<file path="src/rtl/bf_mem_arbiter_if.sv">
// Shared memory port handshake between the bfX requesters and the memory arbiter.
// Requesters drive req/we; the arbiter returns mux selects, memory strobes, grant and ack.
interface bf_mem_arbiter_if;
  logic [3:0] req;
  logic [3:0] we;
  logic [1:0] addr_sel;
  logic       wdata_sel;
  logic       mem_en;
  logic       mem_we;
  logic [3:0] gnt;
  logic [3:0] ack;
  logic       wr_err;
  logic       busy;

  modport master (
    output req, we,
    input  addr_sel, wdata_sel, mem_en, mem_we, gnt, ack, wr_err, busy
  );

  modport slave (
    input  req, we,
    output addr_sel, wdata_sel, mem_en, mem_we, gnt, ack, wr_err, busy
  );
endinterface

</file>
<file path="src/rtl/bf_mem_arbiter.sv">
// Arbiter for the single shared bfX memory port: picks a requester, strobes memory once,
// waits out the read latency and returns a one-cycle ack to the winner.
module bf_mem_arbiter #(
  parameter int MEM_LAT  = 2,
  parameter bit DBG_PRIO = 1'b1
) (
  input  logic               clk,
  input  logic               rst_n,
  bf_mem_arbiter_if.slave    bus
);

  typedef enum logic [1:0] {
    IDLE  = 2'd0,
    GRANT = 2'd1,
    WAIT  = 2'd2,
    ACK   = 2'd3
  } state_t;

  // WAIT covers MEM_LAT-1 cycles; with MEM_LAT=1 it is skipped and the load is unused
  localparam logic [3:0] CNT_LOAD = (MEM_LAT > 1) ? 4'(MEM_LAT - 2) : 4'd0;

  state_t     state_r;
  logic [3:0] cnt_r;
  logic [1:0] rr_last_r;
  logic [1:0] addr_sel_r;
  logic       wdata_sel_r;
  logic       mem_en_r;
  logic       mem_we_r;
  logic [3:0] gnt_r;
  logic [3:0] ack_r;
  logic       wr_err_r;
  logic       busy_r;
  logic [1:0] win_s;

  function automatic logic [3:0] onehot(input logic [1:0] idx);
    return 4'b0001 << idx;
  endfunction

  // Debug override first, otherwise first set bit searching upward from last+1 (wraps to last)
  function automatic logic [1:0] pick_winner(input logic [3:0] req, input logic [1:0] last);
    logic [1:0] idx;
    logic [1:0] win;
    logic       found;
    win   = 2'd3;
    found = DBG_PRIO & req[3];
    for (int i = 1; i <= 4; i++) begin
      idx   = last + 2'(i);
      win   = (!found && req[idx]) ? idx : win;
      found = found | req[idx];
    end
    return win;
  endfunction

  // Winner candidate for the current IDLE cycle
  always_comb begin
    win_s = pick_winner(bus.req, rr_last_r);
  end

  // Access sequencer with all outputs registered
  always_ff @(posedge clk or negedge rst_n) begin
    if (!rst_n) begin
      state_r     <= IDLE;
      cnt_r       <= 4'd0;
      rr_last_r   <= 2'd3;
      addr_sel_r  <= 2'd0;
      wdata_sel_r <= 1'b0;
      mem_en_r    <= 1'b0;
      mem_we_r    <= 1'b0;
      gnt_r       <= 4'd0;
      ack_r       <= 4'd0;
      wr_err_r    <= 1'b0;
      busy_r      <= 1'b0;
    end else begin
      case (state_r)
        IDLE: begin
          if (|bus.req) begin
            state_r     <= GRANT;
            rr_last_r   <= win_s;
            gnt_r       <= onehot(win_s);
            addr_sel_r  <= win_s;
            wdata_sel_r <= (win_s == 2'd3);
            mem_en_r    <= 1'b1;
            // Only requesters 1 and 3 may write; 0 and 2 are demoted to a read
            mem_we_r    <= bus.we[win_s] & win_s[0];
            wr_err_r    <= bus.we[win_s] & ~win_s[0];
            busy_r      <= 1'b1;
          end else begin
            state_r  <= IDLE;
            mem_en_r <= 1'b0;
            mem_we_r <= 1'b0;
            wr_err_r <= 1'b0;
            busy_r   <= 1'b0;
          end
        end
        GRANT: begin
          mem_en_r <= 1'b0;
          mem_we_r <= 1'b0;
          wr_err_r <= 1'b0;
          if (MEM_LAT == 1) begin
            state_r <= ACK;
            ack_r   <= gnt_r;
          end else begin
            state_r <= WAIT;
            cnt_r   <= CNT_LOAD;
          end
        end
        WAIT: begin
          if (cnt_r == 4'd0) begin
            state_r <= ACK;
            ack_r   <= gnt_r;
          end else begin
            cnt_r <= cnt_r - 4'd1;
          end
        end
        ACK: begin
          // No arbitration here so a stale req is never regranted
          state_r <= IDLE;
          gnt_r   <= 4'd0;
          ack_r   <= 4'd0;
          busy_r  <= 1'b0;
        end
        default: begin
          state_r  <= IDLE;
          gnt_r    <= 4'd0;
          ack_r    <= 4'd0;
          mem_en_r <= 1'b0;
          mem_we_r <= 1'b0;
          wr_err_r <= 1'b0;
          busy_r   <= 1'b0;
        end
      endcase
    end
  end

  assign bus.addr_sel  = addr_sel_r;
  assign bus.wdata_sel = wdata_sel_r;
  assign bus.mem_en    = mem_en_r;
  assign bus.mem_we    = mem_we_r;
  assign bus.gnt       = gnt_r;
  assign bus.ack       = ack_r;
  assign bus.wr_err    = wr_err_r;
  assign bus.busy      = busy_r;

endmodule
</file>
<file path="src/flat_wrapper.sv">
// flat-port wrapper written by rule: the top's interface ports become plain ports
module bf_mem_arbiter_flat 
#(
  parameter int MEM_LAT  = 2,
  parameter bit DBG_PRIO = 1'b1
)
  (clk, rst_n, bus_req, bus_we, bus_addr_sel, bus_wdata_sel, bus_mem_en, bus_mem_we, bus_gnt, bus_ack, bus_wr_err, bus_busy);
  bf_mem_arbiter_if bus_i ();
  input  logic clk;
  input  logic rst_n;
  input wire logic [$bits(bus_i.req)-1:0] bus_req;
  input wire logic [$bits(bus_i.we)-1:0] bus_we;
  output wire logic [$bits(bus_i.addr_sel)-1:0] bus_addr_sel;
  output wire logic [$bits(bus_i.wdata_sel)-1:0] bus_wdata_sel;
  output wire logic [$bits(bus_i.mem_en)-1:0] bus_mem_en;
  output wire logic [$bits(bus_i.mem_we)-1:0] bus_mem_we;
  output wire logic [$bits(bus_i.gnt)-1:0] bus_gnt;
  output wire logic [$bits(bus_i.ack)-1:0] bus_ack;
  output wire logic [$bits(bus_i.wr_err)-1:0] bus_wr_err;
  output wire logic [$bits(bus_i.busy)-1:0] bus_busy;
  assign bus_i.req = bus_req;
  assign bus_i.we = bus_we;
  assign bus_addr_sel = bus_i.addr_sel;
  assign bus_wdata_sel = bus_i.wdata_sel;
  assign bus_mem_en = bus_i.mem_en;
  assign bus_mem_we = bus_i.mem_we;
  assign bus_gnt = bus_i.gnt;
  assign bus_ack = bus_i.ack;
  assign bus_wr_err = bus_i.wr_err;
  assign bus_busy = bus_i.busy;
  bf_mem_arbiter #(.MEM_LAT(MEM_LAT), .DBG_PRIO(DBG_PRIO)) u_core (.clk(clk), .rst_n(rst_n), .bus(bus_i));
endmodule
</file>
<file path="config.mk">
export PLATFORM = sky130hd
export DESIGN_NAME = bf_mem_arbiter_flat
export DESIGN_NICKNAME = d
export VERILOG_FILES = /design/src/rtl/bf_mem_arbiter_if.sv /design/src/rtl/bf_mem_arbiter.sv /design/src/flat_wrapper.sv
export SDC_FILE = /design/constraint.sdc
export NUM_CORES = 1
export LEC_CHECK = 0
export ABC_AREA = 1
export CELL_PAD_IN_SITES_DETAIL_PLACEMENT = 1
export CELL_PAD_IN_SITES_GLOBAL_PLACEMENT = 1
export CORE_MARGIN = 5
export CORE_UTILIZATION = 37
export DETAILED_ROUTE_END_ITERATION = 12
export PLACE_DENSITY_LB_ADDON = 0.1
export SLEW_MARGIN = 20
export SYNTH_ARGS = -nofsm -noshare
export SYNTH_HDL_FRONTEND = slang
export SYNTH_SLANG_ARGS = --single-unit
</file>
<file path="constraint.sdc">
create_clock -name clk -period 1.9 [get_ports clk]
set_input_delay 0.38 -clock clk [delete_from_list [all_inputs] [get_ports clk]]
set_output_delay 0.38 -clock clk [all_outputs]
set_load 0.02 [all_outputs]
</file>
== Word level (Yosys, flattened, before mapping) ==
Index checks and enable logic that the tools add are counted.
Word-level totals
  output and inout bits: 15
  logic and storage cells: 83
  register bits after elaboration: 23
  input port bits: 10
Operators by class
  shift operators: 1
  bitwise gates (word level): 6
  eq/ne operators: 7
  $add $sub $neg: 4
  $lt $le $gt $ge: 5
  muxes and demuxes: 30
  reductions and logical operators: 19
Operators with widths (number)
  $pmux 4 s2: 3
  $lt 2x3->1 const B: 5
  $mux 4: 3
  $bmux 1 s2: 5
  $mux 2: 5
  $mux 1: 9
  $pmux 1 s2: 4
  $pmux 2 s4: 1
  $reduce_and 2->1: 4
  $reduce_bool 2->1: 4
  $eq 2x2->1 const B: 3
  $add 2x2->2 const B: 2
  $logic_and 1x1->1: 4
  $logic_not 1->1: 4
  $logic_not 4->1: 1
  $ne 2x1->1 const B: 2
  $reduce_or 4->1: 1
  $shl 1x2->4 const A: 1
  $sub 4x1->4 const B: 1
  $or 1x1->1: 3
  $add 2x1->2 const B: 1
  $and 1x1->1: 2
  $eq 2x1->1 const B: 1
  $logic_not 2->1: 1
  2 further kinds: 2

== Longest topological paths before layout ==
  word-level depth: 14
  depth in mapped cells: 17
  depth with buffers taken out: 15

== Worst setup path after synthesis ==
No wires, ideal clock.
  path type: register to register
  start point: register u_core.rr_last_r[0]
  end point: register u_core.mem_we_r, in the netlist u_core.bus.mem_we
  cell stages (with the launch flop): 16
  clock period less this slack: 1749 ps
  path slack: 151 ps
  library setup time: 117 ps
  arrival: 1631 ps
  path through: dfstp_2 -> buf_6 -> inv_2 -> buf_6 -> nand2_2 -> nand2_2 -> nand2_2 -> nand2_2 -> nor2_4 -> nand3_1 -> nand2_2 -> nand2_4 -> nand2_1 -> nand3_1 -> nand3_1 -> nand2_1
On the way
  word-level cells in the longest chain between the ends: 14
Ends and longest elaborated chain
  start: declaration: line bf_mem_arbiter.sv:24  | logic [1:0] rr_last_r;
  start signal: assignment: line bf_mem_arbiter.sv:78  | rr_last_r <= win_s;
  $add 2x1->2: line bf_mem_arbiter.sv:47  | idx = last + 2'(i);
  $bmux 1 s2: line bf_mem_arbiter.sv:48, bf_mem_arbiter.sv:49
  $mux 1 (implied by the code): line bf_mem_arbiter.sv:48, bf_mem_arbiter.sv:49
  $or 1x1->1: line bf_mem_arbiter.sv:49  | found = found | req[idx];
  $logic_not 1->1 or $or 1x1->1 (tied branches): line bf_mem_arbiter.sv:48, bf_mem_arbiter.sv:49
  $logic_and 1x1->1 (tied with other cells): line bf_mem_arbiter.sv:48  | win = (!found && req[idx]) ? idx : win;
  $mux 2 (tied with other cells): line bf_mem_arbiter.sv:48
  $mux 2 or $logic_and 1x1->1 (tied branches): line bf_mem_arbiter.sv:48
  $mux 2 (*): line bf_mem_arbiter.sv:48
  $bmux 1 s2: line bf_mem_arbiter.sv:84  | mem_we_r <= bus.we[win_s] & win_s[0];
  $mux 1 (implied by the code): line bf_mem_arbiter.sv:84
  $and 1x1->1 (*): line bf_mem_arbiter.sv:84
  $mux 1 (*): line bf_mem_arbiter.sv:76  | if (|bus.req) begin
  $pmux 1 s2 (*): line bf_mem_arbiter.sv:74  | case (state_r)
  end signal: assignment: line bf_mem_arbiter.sv:84
  end: declaration: line bf_mem_arbiter.sv:28  | logic mem_we_r;
Every way passes the cells marked *; elsewhere a longest branch is shown, timed or not. The select of a mux whose other input is x is not followed.
A chain may end at the register's enable or synchronous reset.

== Worst setup path after layout ==
Ends and elaborated chain as after synthesis.

==> results.md <==
- Final-report setup violation count: 0
- Number of fill cells in the layout: between 400 and 500
- Nets: approximately 240
- HPWL Detailed: 2.88 mm
- Highest attainable clock frequency: 0.553 GHz
- Final cycle utilization of the critical path: 0.952
- Horizontal die dimension: a little over 70 µm
- Global-route congestion overflow total: 0
- Top cells by area, synth: sky130_fd_sc_hd__dfrtp_1 (38%), sky130_fd_sc_hd__nand2_1 (16%), sky130_fd_sc_hd__inv_1 (7.0%)
- Final Hold Viols: 0
- Sequential cell area: 578 µm²
- Post-Syn Instances: between 150 and 200
- Post-Synthesis Net Count: ~200
- Wire length of the first global-routing pass: 6.16 mm
- Clock tree from TritonCTS: yes
- Total via count after detailed routing: between 1k and 1.5k
- Post-Route Skew: a little under 2 ps
- Type of element launching the critical path: register
- Maximum Capacitance Violations: 0
- Post-Synthesis Cell Area: about 1400 µm²
- Average wire per cell in the routed design: between 10 and 15 µm
- Flops & latches, synth: 23
- Fraction of final layout cells sized beyond drive strength 1: 0.215
- Top flip-flop cell by instance count after synthesis: sky130_fd_sc_hd__dfrtp_1
- Synth unique cells: 26
- Ys Warns: 0
- Effective utilization at floorplan: 0.382
- Number of H-tree branching levels: 1
- Detailed router's first-iteration violation count: between 40 and 50
- Path category of the worst min-delay check: input port to async pin
- Pwr Density: 1660 nW/µm²
- Routability cong.: 0.808
- Number of buffers added to fix hold violations after cts: 0
- # clock sinks: 23
- Number of iterations in the first detailed-routing pass: 4
- Number of synthesized flops with an enable pin: 0
- Yosys top cell by area: sky130_fd_sc_hd__dfrtp_1
- Number of global-route vias before repair: roughly 1.4k
- Site Rows: 22
- Total CTS buffers: 3
- DIE AREA: between 5000 and 6000 µm²
- Synthesis-to-finish area growth: 36.5%
- Final Routed Wirelength: between 3 and 4 mm
- Max-slew headroom at the worst pin: 0.753
- Worst EP arrival: around 2000 ps
- Final number of max-transition violations: 0
- Tot Pwr: roughly 0.0031 W
- Post-synth ARST share: 1.00
- Actual slew at the worst max-slew pin: between 300 and 400 ps
- Residual DRC count: 0
- Initial antenna violation count: 0
- Sequential-to-total area share from yosys stat: 0.417
- Largest voltage drop on the vdd net: between 0.6 and 0.7 mV
- Post-placement setup slack: -231 ps
- Busiest layer in global routing: met2
- Top cell type's share of synthesized area: 0.379
- Layout Utilization: 0.521
- Worst setup path class: register to register
- Area used by multi-input combinational logic: approximately 760 µm²
- Vert. Die Dim: 71.2 µm
- Post-detailed-route via-to-cell ratio: about 5
- Count of nets left with antenna violations after detail routing: 0
- Placed cell areas: roughly 1700 µm²
- Maximum fanout encountered on the critical timing path: 12
- Final Instance Area: 1890 µm²
- Cell at the root of the clock tree: sky130_fd_sc_hd__clkbuf_8
- Met2 track demand over resource in global routing: 0.266
- Mean area per synthesized cell: 7.45 µm²
- Met3 usage in global routing: 0.0266
- Leakage: 0.936 nW
- Core Region: 3630 µm²
- Maximum clock insertion buffer count: 2
- Number of placed I/O pins: 25
- Minimum clock period: approximately 1800 ps
- Maximum number of pins on one net before global-route repair: 24
- Buffers on Ports: 24
- Clk slew on worst S/H paths: around 80 ps
- Antenna Diode Count: 0
- Status: finished clean
- Met1 layer usage reported by global route: 0.179
- Worst Slack Setup Final: 91.9 ps
- Critical path endpoint category: register
- Worst Path Required: between 2000 and 2500 ps
- Latest clock arrival within the worst-skew pair: ~260 ps
- GRT Util Overall: 0.148
-- through the flow --
stage / hold WS, ps / std cells / TNS, ps
CTS: 477 / 268 / 0
global placement: 462 / 264 / -613
finish: 464 / 271 / 0
floorplan: 84.4 / 186 / 0
global route: 504 / 271 / -37.3
detailed placement: 475 / 264 / -1330
-- worst max-delay path, stage by stage (launching register included) --
cell and delay (ps):
sky130_fd_sc_hd__dfstp_2 590, sky130_fd_sc_hd__inv_6 80, sky130_fd_sc_hd__nand2_1 80, sky130_fd_sc_hd__nand2_2 60, sky130_fd_sc_hd__nand2_2 100, sky130_fd_sc_hd__buf_4 120
sky130_fd_sc_hd__nand4_1 110, sky130_fd_sc_hd__nor3_2 190, sky130_fd_sc_hd__nor2_4 80, sky130_fd_sc_hd__inv_2 80, sky130_fd_sc_hd__nand2_2 70, sky130_fd_sc_hd__nand3_2 70
sky130_fd_sc_hd__nand2_1 50
-- synthesized netlist by cell type (2+ instances only) --
cell,number
sky130_fd_sc_hd__nand2_1,58
sky130_fd_sc_hd__inv_1,26
sky130_fd_sc_hd__dfrtp_1,21
sky130_fd_sc_hd__nand3_1,17
sky130_fd_sc_hd__o21ai_0,16
sky130_fd_sc_hd__ha_1,7
sky130_fd_sc_hd__nand2_2,7
sky130_fd_sc_hd__nor2_1,7
sky130_fd_sc_hd__inv_2,3
sky130_fd_sc_hd__nand4_1,3
sky130_fd_sc_hd__a21oi_1,2
sky130_fd_sc_hd__buf_6,2
sky130_fd_sc_hd__dfstp_2,2
sky130_fd_sc_hd__nor3_1,2
sky130_fd_sc_hd__o22ai_1,2
-- path summary, 6_finish.rpt --
check,from,end,slack (ps),depth (start not counted)
worst min-delay path,rst_n,u_core.bus.ack[0],460,2
worst min register to register,u_core.bus.busy,u_core.bus.busy,480,2
worst max-delay path,u_core.rr_last_r[0],u_core.bus.mem_we,90,12
max in group asynchronous,rst_n,u_core.rr_last_r[0],1140,2
min in group clk,u_core.bus.busy,u_core.bus.busy,480,2
worst max register to register,u_core.rr_last_r[0],u_core.bus.mem_we,90,12
-- report_power, final --
part           total [W]  internal (W)  switching [W]
logic            0.00203      0.000789        0.00124
registers       0.000810      0.000682       0.000128
clock network   0.000304      0.000150       0.000154
-- layout by cell type (no fill, tap or decap), types with 3 or more instances in the layout --
cell type | synthesis | final
sky130_fd_sc_hd__buf_4 | 0 | 10
sky130_fd_sc_hd__clkbuf_8 | 0 | 3
sky130_fd_sc_hd__clkdlybuf4s50_1 | 0 | 21
sky130_fd_sc_hd__dfrtp_1 | 21 | 21
sky130_fd_sc_hd__dlymetal6s2s_1 | 0 | 3
sky130_fd_sc_hd__ha_1 | 7 | 7
sky130_fd_sc_hd__inv_1 | 26 | 25
sky130_fd_sc_hd__inv_2 | 3 | 3
sky130_fd_sc_hd__nand2_1 | 58 | 46
sky130_fd_sc_hd__nand2_2 | 7 | 15
sky130_fd_sc_hd__nand2_4 | 1 | 5
sky130_fd_sc_hd__nand3_1 | 17 | 13
sky130_fd_sc_hd__nand3_2 | 0 | 4
sky130_fd_sc_hd__nand4_1 | 3 | 3
sky130_fd_sc_hd__nor2_1 | 7 | 7
sky130_fd_sc_hd__o21ai_0 | 16 | 14
-- layout make-up --
type	instances	share of cell area
clock buffer	4	0.0238
inverter	29	0.0602
multi-input combinational	132	0.402
sequential	23	0.306
tap	48	0.0317
timing repair buffer	35	0.177
-- flip-flops by register name, summed over array words and instances, names as in the netlist --
name,cells
u_core.cnt_r,4
u_core.state_r,2
u_core.bus.mem_en,1
u_core.rr_last_r,2
u_core.bus.gnt,4
u_core.bus.wr_err,1
u_core.bus.addr_sel,2
u_core.bus.ack,4
u_core.bus.mem_we,1
u_core.bus.wdata_sel,1
u_core.bus.busy,1
-- kinds of logic (layout without fill, tap and decap cells) --
logic type      Yosys count  in the layout  share of synthesized area
compound gates           25             25                     0.0984
simple gates             99             99                      0.320
flops                    23             23                      0.417
buf+inv                  31             68                     0.0948
fa+ha+maj                 7              7                     0.0632
xor+xnor                  1              1                    0.00632
-- what timing repair did --
item | 4_1_cts | 5_1_grt
setup endpoints to repair | 0 | 10
gates resized for setup | 0 | 32
buffers inserted | 0 | 3
-- layer usage --
metal  part of all wire  vias to the layer above
li1                   -                      668
met1               0.43                      652
met2               0.54                       15
met3              0.026                        4
met4             0.0078                        0
met5                  0                        -
(Power assumes the default switching activity.)
==> edit: new RTL, config.mk and constraints unchanged <==
Re-encode `state_t` (4 states) as one-hot, 4 bits wide.
--- a/src/rtl/bf_mem_arbiter.sv
+++ b/src/rtl/bf_mem_arbiter.sv
@@ -9,11 +9,11 @@
   bf_mem_arbiter_if.slave    bus
 );
 
-  typedef enum logic [1:0] {
-    IDLE  = 2'd0,
-    GRANT = 2'd1,
-    WAIT  = 2'd2,
-    ACK   = 2'd3
+  typedef enum logic [3:0] {
+    IDLE  = 4'b0001,
+    GRANT = 4'b0010,
+    WAIT  = 4'b0100,
+    ACK   = 4'b1000
   } state_t;
 
   // WAIT covers MEM_LAT-1 cycles; with MEM_LAT=1 it is skipped and the load is unused
Check against the original RTL: no difference found for any inputs over 10 cycles, from zero or initial values and one cycle with rst_n low; not proved beyond that.
==> edit against the unedited design <==
Routed wire length increased by 6.8%; critical path depth decreased by 2; cell area increased by 3.4%; sequential cell count increased by 2; first-iteration DRC count decreased by 12%; worst setup slack got worse by 81 ps; clock skew increased by 2.1 ps; clock power increased by 6.6%; synthesized area increased by 1.5%; power increased by 11%; global-route usage increased by 1.2 points; critical endpoint is now u_core.bus.gnt[1]; highest routed layer unchanged.
==> edit: results <==
outcome:
  outcome: "completed"
logic_synthesis:
  synth_commonest_cells: "62 x nand2_1, 25 x inv_1, 22 x dfrtp_1"
  synth_adder_area_share: 0.0178
  synthXorXnorAreaFrac: 0
  synth_compound_area_frac: 0.0729
  syn_nets: 201
  synthTopCellsByArea: "dfrtp_1 39%, nand2_1 17%, nand3_1 7.1%"
  yosysSeqAreaShare: 0.447
  netlist-cell-type-count: 22
global_route:
  grt_pass1_vias: 1443
  grtUsageTotal: 0.160
  grt_max_degree: 26
  grt_first_pass_wirelength_mm: 6.55
power:
  leakage_nw: 0.994
  peakVddDrop_uv: 834
drt:
  vias: 1355
  drt_wl_total_mm: 3.96
  dr.pass1.iters: 4
  drt_iter0_drc: 36
critical_path:
  ff2ff_path_depth: 10
  worst-path-max-fanout: 9
  path_delay_family: "flip-flops"
  worstPathArrival_ps: 2030
final_layout:
  nets: 245
  antenna_cells: 0
  drive_gt1_frac: 0.237
place:
  place_hpwl_mm: 3.02
  portBuffers: 24
  dpl-instance-area_um2: 1780
  gp_congestion: 0.839
sta:
  clock-skew-final_ps: 4.05
  worst_pin_slew_ps: 324
edit: changes by cell type after synthesis, moves of 2 or more:
cell	unedited run	this run
nor2_1	7	11
nand3_1	17	20
nor3_1	2	0
ha_1	7	2
o22ai_1	2	0
buf_6	2	0
nand2_1	58	62
o21ai_0	16	14
nand4_1	3	1
nor2_2	1	4
nor3_4	0	2
edit: cell type report:
type	instances	area, um2
Tap cell	48	60.1
Timing Repair Buffer	40	373
Fill cell	460	1710
Multi-Input combinational cell	134	737
Inverter	29	111
Sequential cell	25	629
Clock buffer	4	45.0
edit: timing repair:
action,CTS,global route
setup buffers,0,7
resized for setup,0,22
endpoints found under the setup margin,0,11
edit: report_power, final:
group	switching [mW]	internal, mW	leakage (nW)	total, mW
Sequential	0.163	0.756	0.325	0.919
Clock	0.174	0.150	0.0228	0.324
Combinational	1.33	0.921	0.645	2.26
Total	1.67	1.83	0.994	3.50
edit: worst paths after layout:
check	slack, ps	from	to
max in group asynchronous	1140	rst_n	u_core.rr_last_r[0]
min reg2reg	470	u_core.cnt_r[3]	u_core.cnt_r[3]
min	470	rst_n	u_core.bus.ack[0]
min in group clk	470	u_core.cnt_r[3]	u_core.cnt_r[3]
max	10	u_core.rr_last_r[0]	u_core.bus.gnt[1]
max reg2reg	10	u_core.rr_last_r[0]	u_core.bus.gnt[1]
edit: through the flow:
step / utilization / setup TNS, ps / setup slack, ps / instances
after global routing: 0.534 / -428 / -110 / 280
final: 0.534 / 0 / 10.8 / 280
after floorplan: - / 0 / 229 / 189
after CTS: 0.499 / 0 / 4.77 / 273
after detailed placement: 0.486 / -1780 / -220 / 269
after global placement: 0.486 / -1110 / -158 / 269
edit: kinds of logic (layout without fill, tap and decap cells):
group / after synthesis / count (layout)
simple gates: 113 / 113
buf+inv: 30 / 73
flops: 25 / 25
compound gates: 19 / 19
fa+ha+maj: 2 / 2
edit: layer usage:
layer / routed length [um] / up-vias / global-route usage
met1: 1730 / 645 / 0.189
li1: - / 681 / -
met4: 40 / 0 / 0.0501
met2: 2070 / 25 / 0.291
met3: 110 / 4 / 0.0309
met5: 0 / - / 0
